`src/rtl/snake_engine.sv`:
```
// snake_engine: snake game logic driving the grid register's read/write port.
//   Keeps the body in a circular coordinate buffer, looks ahead at the next
//   head cell through the combinational read port, then erases the tail,
//   draws the head and places snacks through the registered write port.
// Ports:
//   clk, rst_n        clock, asynchronous active-low reset
//   game_start        level, leaves IDLE
//   game_restart      level, re-initialises from DELAY (any state but IDLE)
//   move_tick         one-cycle pulse, advances the snake one cell in RUN
//   dir               00 up, 01 right, 10 down, 11 left
//   rect_read_in      {x[15:0], y[15:0]} grid read address (registered)
//   rect_read_out     cell code at rect_read_in, same cycle
//   rect_write        {x[15:0], y[15:0], code[3:0]}, parked at {0,0,NULL}
//   game_over, score, snake_len  status (registered)
// Optional: define SNAKE_TAIL_CHASE_EN to let the head move into the cell the
//   tail vacates on the same move.
module snake_engine #(
  parameter int         MAX_LEN     = 64,
  parameter int         START_DELAY = 4,
  parameter int         SEEK_TRIES  = 255,
  parameter logic [9:0] LFSR_SEED   = 10'h2A5
) (
  input  logic        clk,
  input  logic        rst_n,
  input  logic        game_start,
  input  logic        game_restart,
  input  logic        move_tick,
  input  logic [1:0]  dir,
  output logic [31:0] rect_read_in,
  input  logic [3:0]  rect_read_out,
  output logic [35:0] rect_write,
  output logic        game_over,
  output logic [15:0] score,
  output logic [15:0] snake_len
);
  localparam int PW = $clog2(MAX_LEN);
  localparam int DW = (START_DELAY > 1) ? $clog2(START_DELAY) : 1;
  localparam int TW = $clog2(SEEK_TRIES + 1);
  localparam logic [3:0]  C_NULL = 4'd0, C_SNAKE = 4'd1, C_SNACK = 4'd4;
  localparam logic [1:0]  D_UP = 2'd0, D_RIGHT = 2'd1, D_DOWN = 2'd2;
  localparam logic [35:0] PARK = 36'd0;

  typedef enum logic [3:0] {
    IDLE, DELAY, DRAW, RUN, LOOKUP, EVAL, CLEAR_TAIL, WRITE_HEAD, SEEK, PLACE, GAME_OVER
  } state_t;

  // x needs 6 bits: the right wall sits at x=32 and must be addressable.
  typedef struct packed {
    logic [5:0] x;
    logic [4:0] y;
  } cell_t;

  function automatic logic [31:0] rd_word(cell_t c);
    return {10'd0, c.x, 11'd0, c.y};
  endfunction

  function automatic logic [35:0] wr_word(cell_t c, logic [3:0] f);
    return {10'd0, c.x, 11'd0, c.y, f};
  endfunction

  function automatic logic [9:0] lfsr_step(logic [9:0] v);
    return {v[8:0], v[9] ^ v[6]};  // x^10 + x^7 + 1
  endfunction

  function automatic cell_t lfsr_cand(logic [9:0] v);
    cell_t c;
    c.x = {1'b0, v[4:0]} + 6'd1;
    c.y = v[9:5];
    return c;
  endfunction

  function automatic cell_t step_cell(cell_t c, logic [1:0] d);
    cell_t n;
    n = c;
    case (d)
      D_UP:    n.y = c.y - 5'd1;
      D_RIGHT: n.x = c.x + 6'd1;
      D_DOWN:  n.y = c.y + 5'd1;
      default: n.x = c.x - 6'd1;
    endcase
    return n;
  endfunction

  state_t          state_q, state_d;
  logic [DW-1:0]   dly_q, dly_d;
  logic [1:0]      draw_q, draw_d, hdir_q, hdir_d, new_dir;
  cell_t           nh_q, nh_d, cand_q, cand_d;
  logic            grow_q, grow_d, ate_q, ate_d, over_q, over_d, chase_ok;
  logic [TW-1:0]   tries_q, tries_d;
  logic [9:0]      lfsr_q, lfsr_d;
  logic [31:0]     rd_q, rd_d;
  logic [35:0]     wr_q, wr_d;
  logic [15:0]     score_q, score_d, len_q, len_d;
  logic [PW-1:0]   tail_q, tail_d, head_q, head_d;
  logic            body_load;
  cell_t           body [MAX_LEN];

  assign new_dir = (dir == (hdir_q ^ 2'b10)) ? hdir_q : dir;  // no 180 turns

`ifdef SNAKE_TAIL_CHASE_EN
  // The tail is erased before the head is drawn, so entering it is safe.
  assign chase_ok = (rect_read_out == C_SNAKE) && (nh_q == body[tail_q]);
`else
  assign chase_ok = 1'b0;
`endif

  always_comb begin
    state_d = state_q; dly_d = dly_q; draw_d = draw_q; hdir_d = hdir_q;
    nh_d = nh_q; cand_d = cand_q; grow_d = grow_q; ate_d = ate_q;
    over_d = over_q; tries_d = tries_q; rd_d = rd_q; wr_d = PARK;
    score_d = score_q; len_d = len_q; tail_d = tail_q; head_d = head_q;
    lfsr_d = lfsr_step(lfsr_q);
    unique case (state_q)
      IDLE:    if (game_start) state_d = DELAY;
      DELAY:
        if (dly_q == DW'(START_DELAY - 1)) begin
          state_d = DRAW; draw_d = 2'd0;
          wr_d = wr_word('{x: 6'd14, y: 5'd12}, C_SNAKE);
        end else dly_d = dly_q + DW'(1);
      DRAW:
        if (draw_q == 2'd2) state_d = RUN;
        else begin
          draw_d = draw_q + 2'd1;
          wr_d = wr_word('{x: 6'd15 + {4'd0, draw_q}, y: 5'd12}, C_SNAKE);
        end
      RUN:
        if (move_tick) begin
          hdir_d = new_dir;
          nh_d = step_cell(body[head_q], new_dir);
          rd_d = rd_word(nh_d);
          state_d = LOOKUP;
        end
      LOOKUP:  state_d = EVAL;
      EVAL: begin
        ate_d = 1'b0; grow_d = 1'b0;
        if (rect_read_out == C_SNACK) begin
          ate_d = 1'b1; score_d = score_q + 16'd1;
          grow_d = (len_q < 16'(MAX_LEN));
        end
        if ((rect_read_out == C_SNACK && len_q < 16'(MAX_LEN))) begin
          state_d = WRITE_HEAD; wr_d = wr_word(nh_q, C_SNAKE);
        end else if (rect_read_out == C_SNACK || rect_read_out == C_NULL || chase_ok) begin
          state_d = CLEAR_TAIL; wr_d = wr_word(body[tail_q], C_NULL);
        end else begin
          state_d = GAME_OVER; over_d = 1'b1;
        end
      end
      CLEAR_TAIL: begin
        tail_d = tail_q + PW'(1);
        wr_d = wr_word(nh_q, C_SNAKE);
        state_d = WRITE_HEAD;
      end
      WRITE_HEAD: begin
        head_d = head_q + PW'(1);
        if (grow_q) len_d = len_q + 16'd1;
        // A snack eaten at full length still needs a replacement.
        if (ate_q) begin
          state_d = SEEK; tries_d = '0;
          cand_d = lfsr_cand(lfsr_q); rd_d = rd_word(cand_d);
        end else state_d = RUN;
      end
      SEEK:
        if (cand_q.y > 5'd23 || rect_read_out != C_NULL) begin
          lfsr_d = lfsr_step(lfsr_step(lfsr_q));
          if (tries_q == TW'(SEEK_TRIES - 1)) state_d = RUN;
          else begin
            tries_d = tries_q + TW'(1);
            cand_d = lfsr_cand(lfsr_d); rd_d = rd_word(cand_d);
          end
        end else begin
          state_d = PLACE; wr_d = wr_word(cand_q, C_SNACK);
        end
      PLACE:     state_d = RUN;
      GAME_OVER: state_d = GAME_OVER;
      default:   state_d = IDLE;
    endcase
    if (game_restart && state_q != IDLE) begin
      state_d = DELAY; wr_d = PARK;
    end
    // Full game re-init on every entry into DELAY.
    if (state_d == DELAY && state_q != DELAY || (game_restart && state_q != IDLE)) begin
      dly_d = '0; over_d = 1'b0; score_d = '0; len_d = 16'd3;
      tail_d = PW'(0); head_d = PW'(2); hdir_d = D_RIGHT;
    end
  end

  assign body_load = (state_d == DELAY);

  always_ff @(posedge clk) begin
    if (body_load) begin
      body[PW'(0)] <= '{x: 6'd14, y: 5'd12};
      body[PW'(1)] <= '{x: 6'd15, y: 5'd12};
      body[PW'(2)] <= '{x: 6'd16, y: 5'd12};
    end else if (state_q == WRITE_HEAD) begin
      body[head_q + PW'(1)] <= nh_q;
    end
  end

  always_ff @(posedge clk or negedge rst_n) begin
    if (!rst_n) begin
      state_q <= IDLE; dly_q <= '0; draw_q <= '0; hdir_q <= D_RIGHT;
      nh_q <= '0; cand_q <= '0; grow_q <= 1'b0; ate_q <= 1'b0;
      over_q <= 1'b0; tries_q <= '0; lfsr_q <= LFSR_SEED;
      rd_q <= '0; wr_q <= PARK; score_q <= '0; len_q <= '0;
      tail_q <= '0; head_q <= '0;
    end else begin
      state_q <= state_d; dly_q <= dly_d; draw_q <= draw_d; hdir_q <= hdir_d;
      nh_q <= nh_d; cand_q <= cand_d; grow_q <= grow_d; ate_q <= ate_d;
      over_q <= over_d; tries_q <= tries_d; lfsr_q <= lfsr_d;
      rd_q <= rd_d; wr_q <= wr_d; score_q <= score_d; len_q <= len_d;
      tail_q <= tail_d; head_q <= head_d;
    end
  end

  assign rect_read_in = rd_q;
  assign rect_write   = wr_q;
  assign game_over    = over_q;
  assign score        = score_q;
  assign snake_len    = len_q;
endmodule
```
`config.mk`:
```
export PLATFORM = sky130hd
export DESIGN_NAME = snake_engine
export DESIGN_NICKNAME = d
export VERILOG_FILES = /design/src/rtl/snake_engine.sv
export SDC_FILE = /design/constraint.sdc
export NUM_CORES = 1
export LEC_CHECK = 0
export CAP_MARGIN = 20
export CORE_ASPECT_RATIO = 0.6
export CORE_MARGIN = 5
export CORE_UTILIZATION = 35
export CTS_CLUSTER_SIZE = 20
export DETAILED_ROUTE_END_ITERATION = 8
export PLACE_DENSITY = 0.49
export SYNTH_ARGS = -nofsm -noshare
export SYNTH_HDL_FRONTEND = slang
export SYNTH_SLANG_ARGS = --single-unit
```
`constraint.sdc`:
```
create_clock -name clk -period 5.8 [get_ports clk]
set_input_delay 0.58 -clock clk [delete_from_list [all_inputs] [get_ports clk]]
set_output_delay 0.58 -clock clk [all_outputs]
set_load 0.005 [all_outputs]
```
==> results of run 1 <==
-- area by class of cell --
class	count	area [um^2]
Clock inverter	38	256
Sequential cell	825	24200
Fill cell	10131	67300
Tap cell	1503	1880
Clock buffer	98	2090
Multi-Input combinational cell	1259	14600
Antenna cell	4	10.0
Timing Repair Buffer	208	1920
Inverter	20	76.3
-- cell usage after synthesis (7+ instances only) --
cell	count	area, um^2
a21oi_1	42	210
a222oi_1	11	110
and2_1	26	163
and3_1	10	62.6
buf_1	31	116
buf_2	17	85.1
buf_4	53	398
buf_6	11	124
clkbuf_1	81	304
dfrtp_1	115	2880
edfxtp_1	704	21100
ha_1	19	238
inv_1	19	71.3
mux2_2	11	124
mux2i_1	57	571
mux4_2	419	9440
nand2_1	108	405
nand2b_1	7	43.8
nand3_1	32	160
nand4_1	13	81.3
nor2_1	177	664
nor2b_1	13	81.3
nor3_1	15	75.1
o21ai_0	33	165
o21ai_1	9	45.0
o221ai_1	19	166
o22ai_1	14	87.6
or3_1	19	119
xnor2_1	27	236
xor2_1	38	333
-- flip-flops by register name, summed over array words and instances, names as in the netlist, 6 cells and up --
name / cells
tail_q: 6
snake_len: 16
head_q: 6
body: 704
nh_q: 11
cand_q: 11
tries_q: 8
score: 16
lfsr_q: 10
rect_read_in: 11
rect_write: 13
-- kinds of logic after synthesis --
kind of cell | after synthesis | synth area share
DFF | 825 | 0.608
muxes | 487 | 0.255
and+or+nand+nor | 449 | 0.0526
buffers and inverters | 215 | 0.0285
AOI/OAI and AO/OA | 193 | 0.0342
xor gates and xnor gates | 65 | 0.0143
adders and majority gates | 21 | 0.00699
other | 1 | 0.0000944
-- metal layers --
metal | wire length [um] | share of wire
met5 | 9 | 0.000067
met4 | 2900 | 0.022
met3 | 15300 | 0.11
met2 | 53400 | 0.40
met1 | 62000 | 0.46
-- what timing repair did --
item,4_1_cts,5_1_grt
hold buffers,1,0
setup buffers,0,0
setup endpoints to repair,0,0
endpoints found under the hold margin,50,0
-- final timing paths --
path | start | end | slack (ns) | cells after the start
min reg2reg | cand_q[10] | cand_q[10] | 0.49 | 1
min in group asynchronous | rst_n | state_q[1] | 0.57 | 2
min | cand_q[10] | cand_q[10] | 0.49 | 1
max in group asynchronous | rst_n | tail_q[1] | 4.07 | 3
max reg2reg | head_q[0] | rect_read_in[4] | 0.93 | 14
max | head_q[0] | rect_read_in[4] | 0.93 | 14
-- metrics by stage --
step / utilization / area, um^2 / power (mW)
floorplan: - / 39900 / 9.80
global placement: 0.380 / 42600 / 11.3
detailed placement: 0.380 / 42600 / 11.4
CTS: 0.401 / 45000 / 16.4
global route: 0.401 / 45000 / 16.9
finish: 0.401 / 45000 / 16.3
-- report_power, final --
part           total (mW)  switching (mW)  internal, mW
registers            7.74           0.382          7.36
clock network        4.96            2.32          2.65
logic                3.62            2.36          1.25
total                16.3            5.06          11.3
-- worst register-to-register path, cell delays in order, from the launching register on --
cell     delay (ns)
dfrtp_4        0.71
buf_12         0.38
mux4_2         0.68
o211a_1        0.23
o21ai_0        0.44
o311a_1        0.47
a21oi_1        0.14
fa_1           0.51
a21o_1         0.20
a21oi_1        0.19
xor2_1         0.16
nor2_1         0.06
xnor2_1        0.18
o21ai_0        0.09
mux2_2         0.27
==> results by group, run 1 <==
Run status
  • Status: complete, no violations

Detailed routing
  • Drt initial violations: between 3000 and 4000
  • DRT Pass-1 Iters: 8
  • Drt wl/cell: 33.8 um
  • Via density: a little over 6
  • Final ANT Viol Nets: 0
  • Remaining DRCs: 0
  • Vias post-DR: approximately 24000
  • Drt total wl: between 100000 and 150000 um

Placed design
  • IO buf count: between 60 and 70
  • Dpl hpwl: between 80000 and 90000 um
  • Pre-CTS setup slack: 1.02 ns
  • Inst Count DP: about 3800
  • Placer Congestion: slightly below 0.9

Cells and area
  • Commonest non-fill, non-tap cell in the layout: edfxtp_1
  • Nets: 2424
  • Fin cells: about 4000
  • Commonest non-fill, non-tap cells in the layout: edfxtp_1 (704), mux4_2 (419), nor2_1 (176)
  • Area Growth Syn to Fin: 13.4%
  • Share of cells above drive strength 1: 0.294

Timing
  • Hold WS: ~0.49 ns
  • Worst-margin pin slew: around 1.2 ns
  • Fin worst setup slack: 0.932 ns
  • Final period util: 0.839
  • Fmax: slightly above 200 MHz
  • Hold Fails Final Rpt: 0
  • Max-slew headroom: 0.187
  • Clock skew after layout: around 0.035 ns
  • RSZ-0062 raised after global routing: false
  • Slew Limit Fails: 0
  • Final setup viols: 0
  • Post-layout minimum cycle time: between 4 and 5 ns
  • Setup TNS: 0 ns

Critical path
  • Worst path bufs/invs: 1
  • CP top delay family: compound AO/OA/AOI/OAI gates
  • Slowest stage cell, crit path: dfrtp_4
  • CP Max Fanout: 46
  • Setup CP Type: flop to flop
  • Crit path DAT: 5.42 ns
  • Critical path launch point type: flop
  • CP endpoint kind: flop
  • Worst EP required: ~6.4 ns
  • Max incr delay on CP: 0.71 ns
  • CP Cell Sequence: buf_12 -> mux4_2 -> o211a_1 -> o21ai_0 -> o311a_1 -> a21oi_1 -> fa_1 -> a21o_1 -> a21oi_1 -> xor2_1 -> nor2_1 -> xnor2_1 -> o21ai_0 -> mux2_2

Floorplanning
  • Die Wd: 445 um
  • Chip height: about 270 um
  • Core area: approximately 110000 um^2
  • Initial core utilization: 0.354
  • I/O Pins: between 100 and 150
  • Die footprint: 121000 um^2
  • Row count: 95

Power
  • Leak pwr: between 10 and 15 nW
  • Power Dens Cells: 362 nW/um^2
  • VDD IR max: around 0.00035 V

Clock tree
  • Clock latency on the worst-skew pair: 0.68 ns
  • TritonCTS clock tree: built
  • Inserted Clock Buffers: 78
  • CTS sink cnt: 825
  • Post-CTS resize count: 0
  • CTS Root Cell: clkbuf_16
  • H-tree levels: 3
  • Worst-path clk slew: approximately 0.070 ns
  • CTS Buffer Depth: 3

Global route
  • First-pass GRT wire length: approximately 190000 um
  • Vias in the first global route: ~23000
  • Pin count of the biggest net entering global routing: between 80 and 90
  • Initial antenna violation count: 8
  • Most Crowded Layer GR: met1
  • Congestion Overflow GR: 0
  • Met1 usage: 0.348
  • GRT Resource Usage Total: 0.219
  • M2 GR Usage: 0.288
  • Global Route met3 Usage: 0.0711

Synth
  • Netlist cell types: 74
  • Number of synthesized register bits: between 800 and 900
  • EDFF count, synth: 704
  • Top FF cell, synth: edfxtp_1
  • Cell area after synthesis: 39700 um^2
  • Cells after Synth: 2256
  • Synth warn: 0
  • Avg Synthesized Cell Area: 17.6 um^2
  • Post-synthesis sequential area ratio: 0.608
  • Ys async rst share: 0.147

Run
  • Max cap viols: 0

Min path
  • HP Class: flop to flop
Note: power is estimated with default switching activity, not from simulation.
==> inputs of run 2 (changes only) <==
--- a/config.mk
+++ b/config.mk
@@ -11,7 +11,7 @@
 export CORE_UTILIZATION = 35
 export CTS_CLUSTER_SIZE = 20
 export DETAILED_ROUTE_END_ITERATION = 8
-export PLACE_DENSITY = 0.49
+export PLACE_DENSITY = 0.51
 export SYNTH_ARGS = -nofsm -noshare
 export SYNTH_HDL_FRONTEND = slang
 export SYNTH_SLANG_ARGS = --single-unit
==> constraint.sdc (replaced) <==
create_clock -name clk -period 4.3 [get_ports clk]
set_input_delay 0.43 -clock clk [delete_from_list [all_inputs] [get_ports clk]]
set_output_delay 0.43 -clock clk [all_outputs]
set_load 0.005 [all_outputs]
==> run 2 against run 1 <==
Compared with the run above:
- the run now ends with DRC left
- global-route usage rose by 0.23 points
- core utilization is 1.6 points higher
- worst setup slack worse by 0.88 ns
- power increased by 39%
- first-iteration DRC count grew 8.7%
- flip-flop and latch count is the same
- cell count up 3.0%
- clock skew fell by 0.013 ns
- fmax up 15%
- final area rose by 3.9%
- critical path depth did not move
- critical path type unchanged
==> results by group, run 2 (synthesized netlist as in run 1, its figures left out) <==
Cells and area
  • Largest Register: body
  • Area Growth Syn to Fin: 17.8%
  • Commonest non-fill, non-tap cell in the layout: edfxtp_1
  • Filler Cell Count: 9931 (-2.0%)
  • Commonest non-fill, non-tap cells in the layout: edfxtp_1 (704), mux4_2 (419), buf_4 (180)
  • Share of cells above drive strength 1: 0.331 (+0.0373)
  • Max reg flops: 704 (unchanged)
  • Nets: 2538 (+4.7%)

Floorplanning
  • I/O Pins: 112 (unchanged)
  • Initial core utilization: 0.354 (unchanged)
  • Chip height: 271 um (unchanged)
  • Die footprint: 121000 um^2 (unchanged)
  • Row count: 95 (unchanged)
  • Die Wd: 445 um (unchanged)
  • Core area: 112000 um^2 (unchanged)

Power
  • Pint: 15.8 mW (+40%)
  • Clock power frac: 0.308 (+0.004)
  • Switching power total: 6.87 mW (+36%)
  • Power Dens Cells: 485 nW/um^2 (+34%)
  • VDD IR max: 0.000325 V (-7.5%)
  • Sequential Power Share: 0.460 (-0.014)
  • Leak pwr: 15.1 nW (+5.9%)
  • Comb power frac: 0.232 (+0.010)
  • Sw Ratio: 0.303 (-0.00728)

Timing
  • Hold Fails Final Rpt: 0 (unchanged)
  • Max-slew headroom: 0.250 (+0.0626)
  • Final setup viols: 0 (unchanged)
  • Fin worst setup slack: 0.0484 ns (-0.883 ns)
  • Hold WS: 0.427 ns (-0.0630 ns)
  • Final period util: 0.989 (+0.149)
  • RSZ-0062 raised after global routing: true
  • Clock skew after layout: 0.0219 ns (-0.0133 ns)
  • Post-layout minimum cycle time: 4.25 ns (-0.617 ns)
  • Fmax: 235 MHz (+15%)
  • Worst-margin pin slew: 1.12 ns (-0.0866 ns)
  • Slew Limit Fails: 0 (unchanged)

Detailed routing
  • Drt wl/cell: 33.1 um (-2.0%)
  • Via density: 6.00 (-0.71%)
  • Final ANT Viol Nets: 0 (unchanged)
  • Drt total wl: 135000 um (+0.90%)
  • Vias post-DR: 24441 (+2.3%)
  • DRT Pass-1 Iters: 9 (+1)
  • Drt initial violations: 3513 (+8.7%)
  • Remaining DRCs: 2 (+2)

Clock tree
  • CTS Root Cell: clkbuf_16
  • Worst-path clk slew: 0.07 ns (about the same)
  • Inserted Clock Buffers: 80 (+2.6%)
  • CTS sink cnt: 825 (unchanged)
  • Clock latency on the worst-skew pair: 0.67 ns (about the same)
  • TritonCTS clock tree: built
  • CTS Buffer Depth: 3 (unchanged)
  • H-tree levels: 3 (unchanged)

Critical path
  • Worst EP required: 4.85 ns (-1.50 ns)
  • CP Cell Sequence: buf_12 -> buf_12 -> buf_16 -> buf_8 -> mux4_2 -> mux4_2 -> mux4_2 -> ha_1 -> a21oi_2 -> xor2_1 -> nor2_1 -> xnor2_1 -> o21ai_1 -> mux2_4
  • Crit path DAT: 4.80 ns (-0.62 ns)
  • Max incr delay on CP: 0.60 ns (-0.11 ns)
  • Critical path launch point type: flop
  • Worst path bufs/invs: 4 (+3)
  • Setup CP Type: flop to flop
  • CP top delay family: multiplexers
  • CP endpoint kind: flop
  • CP Max Fanout: 14 (-70%)
  • Slowest stage cell, crit path: mux4_2
  • Most frequent CP cell: mux4_2

Run
  • Max cap viols: 0 (unchanged)

Min path
  • HP Class: input port to async pin

Placed design
  • Placer Congestion: 0.923 (+4.6%)
  • Pre-CTS setup slack: -0.0705 ns (-1.09 ns)
  • IO buf count: 67 (unchanged)
  • Dpl hpwl: 90700 um (+1.6%)

Global route
  • First-pass GRT wire length: 189000 um (+1.5%)
  • Vias in the first global route: 23940 (+2.9%)
  • GRT Resource Usage Total: 0.222 (+0.00226)
  • Congestion Overflow GR: 0 (unchanged)
  • Initial antenna violation count: 11 (+3)
  • Pin count of the biggest net entering global routing: 67 (-21%)

Run status
  • Status: finished, violations left
  • Failing checks: DRC
## run 2: final cells by class
| type | count | area, um^2 | area share |
|---|---|---|---|
| antenna | 3 | 7.51 | 0.000160 |
| clock buffer | 100 | 2140 | 0.0457 |
| clock inverter | 44 | 343 | 0.00733 |
| tap | 1503 | 1880 | 0.0402 |
| timing repair buffer | 320 | 3470 | 0.0742 |
| inverter | 20 | 75.1 | 0.00160 |
| sequential | 825 | 24200 | 0.517 |
| multi-input combinational | 1259 | 14700 | 0.313 |
## run 2: metrics by stage
stage	setup TNS (ns)	cells	cell area, um^2	power, mW	utilization
2_1_floorplan	0	2299	39900	13.2	-
3_3_place_gp	-0.141	3900	43900	15.5	0.391
3_5_place_dp	-0.133	3900	43900	15.6	0.391
4_1_cts	-0.0318	4054	46500	22.6	0.414
5_1_grt	-0.275	4071	46800	23.5	0.417
6_report	0	4074	46800	22.7	0.417
## run 2: layer usage
| metal | vias to the layer above | wire length (um) | GRT usage |
|---|---|---|---|
| met5 | - | 27 | 0 |
| met2 | 1449 | 54300 | 0.294 |
| met4 | 4 | 3030 | 0.0525 |
| li1 | 9711 | - | - |
| met1 | 13099 | 60700 | 0.350 |
| met3 | 178 | 16700 | 0.0702 |
## run 2: worst register-to-register path, delay by kind of cell, from the launching register on
| kind | cells | cell delay, ns |
|---|---|---|
| flops | 1 | 0.45 |
| compound gates | 2 | 0.27 |
| fa+ha+maj | 1 | 0.36 |
| xor+xnor | 2 | 0.37 |
| simple gates | 1 | 0.07 |
| buf+inv | 4 | 0.62 |
| mux | 4 | 1.99 |
## run 2: repair_timing
action,4_1_cts,5_1_grt
buffers inserted,8,15
hold buffers,1,0
endpoints found under the setup margin,2,6
gates cloned,1,1
endpoints found under the hold margin,61,0
resized for setup,5,23
pin swaps,0,12
## run 2: worst paths after layout
path / slack (ns) / end / from / depth (start not counted)
worst max-delay path: 0.05 / rect_read_in[4] / head_q[0] / 14
worst min-delay path: 0.43 / rect_read_in[20] / rst_n / 2
worst max register to register: 0.05 / rect_read_in[4] / head_q[0] / 14
worst min register to register: 0.49 / draw_q[0] / draw_q[0] / 2
max in group asynchronous: 2.83 / snake_len[11] / rst_n / 3
min in group clk: 0.49 / draw_q[0] / draw_q[0] / 2
## run 2: power groups by stage
stage                     sequential (mW)  clock (mW)  combinational, mW
after global routing                 10.5        7.47               5.57
after floorplan                      10.7           0               2.57
final                                10.4        6.99               5.27
after global placement               10.7           0               4.78
after CTS                            10.6        7.12               4.92
after detailed placement             10.7           0               4.83
